### src/rtl/fetch_queue.sv
// fetch_queue: flushable FIFO between the fetch and decode stages.
// Buffers {pc, inst} bundles behind valid/allowin handshakes on both sides.
module fetch_queue #(
  parameter int DEPTH     = 4,
  parameter int DATA_W    = 64,
  parameter bit FULL_PASS = 1'b1,
  parameter int CNT_W     = $clog2(DEPTH) + 1
) (
  input  logic              clk,
  input  logic              rst,
  input  logic              flush,
  input  logic              in_valid,
  output logic              in_allowin,
  input  logic [DATA_W-1:0] in_bus,
  output logic              out_valid,
  input  logic              out_allowin,
  output logic [DATA_W-1:0] out_bus,
  output logic [CNT_W-1:0]  count,
  output logic [CNT_W-1:0]  max_count,
  output logic              full,
  output logic              empty
);

  localparam int PTR_W = $clog2(DEPTH);
  localparam logic [CNT_W-1:0] FULL_CNT = CNT_W'(DEPTH);

  logic [DATA_W-1:0] mem [DEPTH];
  logic [PTR_W-1:0]  wr_ptr;
  logic [PTR_W-1:0]  rd_ptr;
  logic              push;
  logic              pop;
  logic [CNT_W-1:0]  count_nxt;

  assign full      = (count == FULL_CNT);
  assign empty     = (count == '0);
  assign out_valid = ~empty & ~flush;
  assign out_bus   = mem[rd_ptr];

  // Pass mode lets a full queue accept when the head leaves this cycle.
  if (FULL_PASS) begin : g_pass
    assign in_allowin = ~full | out_allowin;
  end else begin : g_nopass
    assign in_allowin = ~full;
  end

  assign push = in_valid & in_allowin & ~flush;
  assign pop  = out_valid & out_allowin;

  always_comb begin
    count_nxt = count;
    if (flush)
      count_nxt = '0;
    else
      count_nxt = count + CNT_W'(push) - CNT_W'(pop);
  end

  always_ff @(posedge clk or posedge rst) begin
    if (rst) begin
      for (int i = 0; i < DEPTH; i++)
        mem[i] <= '0;
    end else if (push) begin
      mem[wr_ptr] <= in_bus;
    end
  end

  always_ff @(posedge clk or posedge rst) begin
    if (rst) begin
      wr_ptr <= '0;
      rd_ptr <= '0;
    end else if (flush) begin
      wr_ptr <= '0;
      rd_ptr <= '0;
    end else begin
      if (push)
        wr_ptr <= wr_ptr + 1'b1;
      if (pop)
        rd_ptr <= rd_ptr + 1'b1;
    end
  end

  // High-water mark survives flushes; only reset clears it.
  always_ff @(posedge clk or posedge rst) begin
    if (rst) begin
      count     <= '0;
      max_count <= '0;
    end else begin
      count <= count_nxt;
      if (count_nxt > max_count)
        max_count <= count_nxt;
    end
  end

endmodule
### config.mk
export PLATFORM = sky130hd
export DESIGN_NAME = fetch_queue
export DESIGN_NICKNAME = d
export VERILOG_FILES = /design/src/rtl/fetch_queue.sv
export SDC_FILE = /design/constraint.sdc
export NUM_CORES = 1
export LEC_CHECK = 0
export ABC_AREA = 1
export BUFFER_PORTS_ARGS = -buffer_cell sky130_fd_sc_hd__buf_2
export CORE_ASPECT_RATIO = 0.6
export CORE_MARGIN = 2
export CORE_UTILIZATION = 40
export DETAILED_ROUTE_END_ITERATION = 8
export GPL_ROUTABILITY_DRIVEN = 0
export PLACE_DENSITY = 0.73
export SYNTH_ARGS = -nofsm -noshare
export SYNTH_HDL_FRONTEND = slang
export SYNTH_SLANG_ARGS = --single-unit
### constraint.sdc
create_clock -name clk -period 7.4 [get_ports clk]
set_clock_uncertainty 0.1 [all_clocks]
set_input_delay 0.74 -clock clk [delete_from_list [all_inputs] [get_ports clk]]
set_output_delay 0.74 -clock clk [all_outputs]
set_load 0.02 [all_outputs]
==> reports/metrics.csv <==
stage,metric,value,unit
clock_tree,cts.htree.levels,1,
routing,postRouteWirelength,34800,um
synthesis,syn_inst,1526,
worst_setup_path,r2r_cells,18,
clock_tree,clock_path_buffers,3,
synthesis,synth.top_cell.area_share,54.8,%
die,coreArea,29900,sq um
timing,period_share,59.3,%
worst_setup_path,cp_max_fo,78,
placement,dpl.hpwl,18300,um
worst_setup_path,setup.worst_path.end,out_bus[53],
placement,pre_cts_ws,3.34,ns
clock_tree,cts_sinks,266,
outcome,status,completed,
worst_setup_path,rrSetupSlack,3.92,ns
worst_setup_path,critPathLaunchType,register,
clock_tree,cts_tree,done,
clock_tree,cts.clk_slew.worst_paths,0.06,ns
synthesis,yosysTopAreaCell,dfrtp_1,
synthesis,synth_nets,1605,
grt,antenna_found_initial,1,
synthesis,syn_area,12200,sq um
routing,initialDrtViolationCount,1025,
pwr,irDropWorstVdd,0.213,mV
routing,antenna_left,0,
routing,wire_per_inst,17.0,um
grt,grt_pass1_vias,10500,
clock_tree,post_cts_buffers,0,
die,ios,143,
synthesis,async_reset_ff_share,100,%
routing,drtPass1Iterations,5,
synthesis,avgSynthCellArea,7.96,sq um
placement,dp.cells,1999,
cells_and_area,num_antenna_cells,0,
timing,fmax,0.228,GHz
timing,rsz0062_at_grt,no,
synthesis,synth.distinct_cells,24,
pwr,p_per_area,419,nW/um^2
grt,grt_pass1_wl,57000,um
worst_setup_path,worst_ep_required_time,6.56,ns
routing,vias,10500,
worst_setup_path,rr_startpoint,count[1],
worst_setup_path,cp.arrival,3.55,ns
die,die-area,31800,sq um
timing,setup_viol,0,
synthesis,synth_ff_type,dfrtp_1,
grt,grt_max_degree,125,
timing,fin_ws,3.01,ns
synthesis,synth-edff-count,0,
placement,numPortBuffers,142,
timing,hold_viol_final,0,
cells_and_area,drive_above_1_share,13.3,%
pwr,leakage,7.55,nW
worst_setup_path,critPathLaunch,rd_ptr[0],
timing,maxSlewViolCount,0,
synthesis,yosys-top-cells-count,"782 x nand2_1, 266 x dfrtp_1, 134 x o21ai_0",
routing,drc,0,
worst_setup_path,worstSetupPathType,register to output pin,
timing,slew_headroom,22.4,%
flow_run,cap_violations,0,
die,die_h,139,um
worst_setup_path,crit_path_end_kind,output pin,
die,die_w,229,um
cells_and_area,area_growth,14.6,%
cells_and_area,final_util,46.6,%
cells_and_area,nets,1699,
synthesis,synth-seq-area-share,54.8,%
die,start_util,40.6,%
clock_tree,ctsRootBufferMaster,clkbuf_16,
grt,track_usage,22.1,%
worst_setup_path,reg2reg_to,max_count[1],
clock_tree,worstSkewPairLatency,0.54,ns
synthesis,ys_top_cells_by_area,"dfrtp_1 55%, nand2_1 24%, o21ai_0 5.5%",
synthesis,yosys.cell_count.top_type,nand2_1,
die,rows,49,
worst_hold_path,min_path_type,input port to asynchronous set/reset pin,
grt,grt-ovfl-total,0,
timing,fin_tns_setup,0,ns
timing,worstMarginPinSlew,1.16,ns
clock_tree,cts_made_buffers,27,
cells_and_area,stdcell_count,2046,
clock_tree,hold_buffers,0,
timing,layout_min_cycle_time,4.39,ns
synthesis,synth_seq_cells,266,
pwr,finalPower,0.00583,W
clock_tree,cts_resized,0,
synthesis,yosys_warnings,0,
routing,vias_per_cell,5.13,
[per-stage QoR]
stage	area (sq um)	hold slack (ns)
after global placement	13000	0.356
after detailed placement	13000	0.360
after floorplan	12200	0.344
final	13900	0.256
after global routing	13900	0.326
after CTS	13900	0.314
[worst min path at each step]
stage                     endpoint  slack (ns)      from
after floorplan           mem[127]        0.34  mem[127]
after global placement    mem[189]        0.36  mem[189]
after detailed placement  mem[144]        0.36  mem[144]
after CTS                 count[1]        0.31     flush
after global routing      mem[202]        0.33       rst
final                     mem[138]        0.26       rst
[critical path, cell delays in order, from the launching register on]
cell and delay, ns:
dfrtp_4 0.90, clkinv_2 0.80, buf_4 0.65, o21ai_0 0.31, o22ai_1 0.12, buf_2 0.18
[cell type report]
type,instances,area [sq um]
clock inverters,7,110
inverters,24,95.1
multi-input cells,1145,4910
flip-flops and latches,266,6660
clock buffers,40,815
fillers,2955,16000
well taps,408,510
repair buffers,156,828
[sequential cells by signal, indices dropped and copies added (netlist names)]
register	flops
count	3
max_count	3
mem	256
rd_ptr	2
wr_ptr	2
[layer usage]
metal / global-route usage, % / part of all wire, % / up-vias
met3: 3.97 / 7.3 / 56
met4: 4.85 / 1.6 / 2
li1: - / - / 4992
met5: 0 / 0.037 / -
met2: 34.3 / 45 / 381
met1: 32.3 / 46 / 5074
[cells in the final DEF (no fill, tap or decap), types with 9 or more instances in the layout]
cell type / n
buf_2: 142
clkbuf_8: 9
o22ai_1: 64
ha_1: 9
dfrtp_1: 264
nand2_1: 782
clkbuf_16: 27
nor2_1: 131
inv_1: 21
o21ai_0: 134
buf_4: 13
[cells by family after synthesis]
group | count (synthesis) | synth area share, %
simple gates | 934 | 30.1
fa+ha+maj | 10 | 1.09
buf+inv | 115 | 5.12
xor+xnor | 1 | 0.0721
flops | 266 | 54.8
compound gates | 200 | 8.90
[where the power goes]
group / switching [W] / internal, W / total, W
registers: 0.000353 / 0.00204 / 0.00239
clock network: 0.000573 / 0.000859 / 0.00143
logic: 0.00132 / 0.000687 / 0.00201
(Power assumes the default switching activity.)
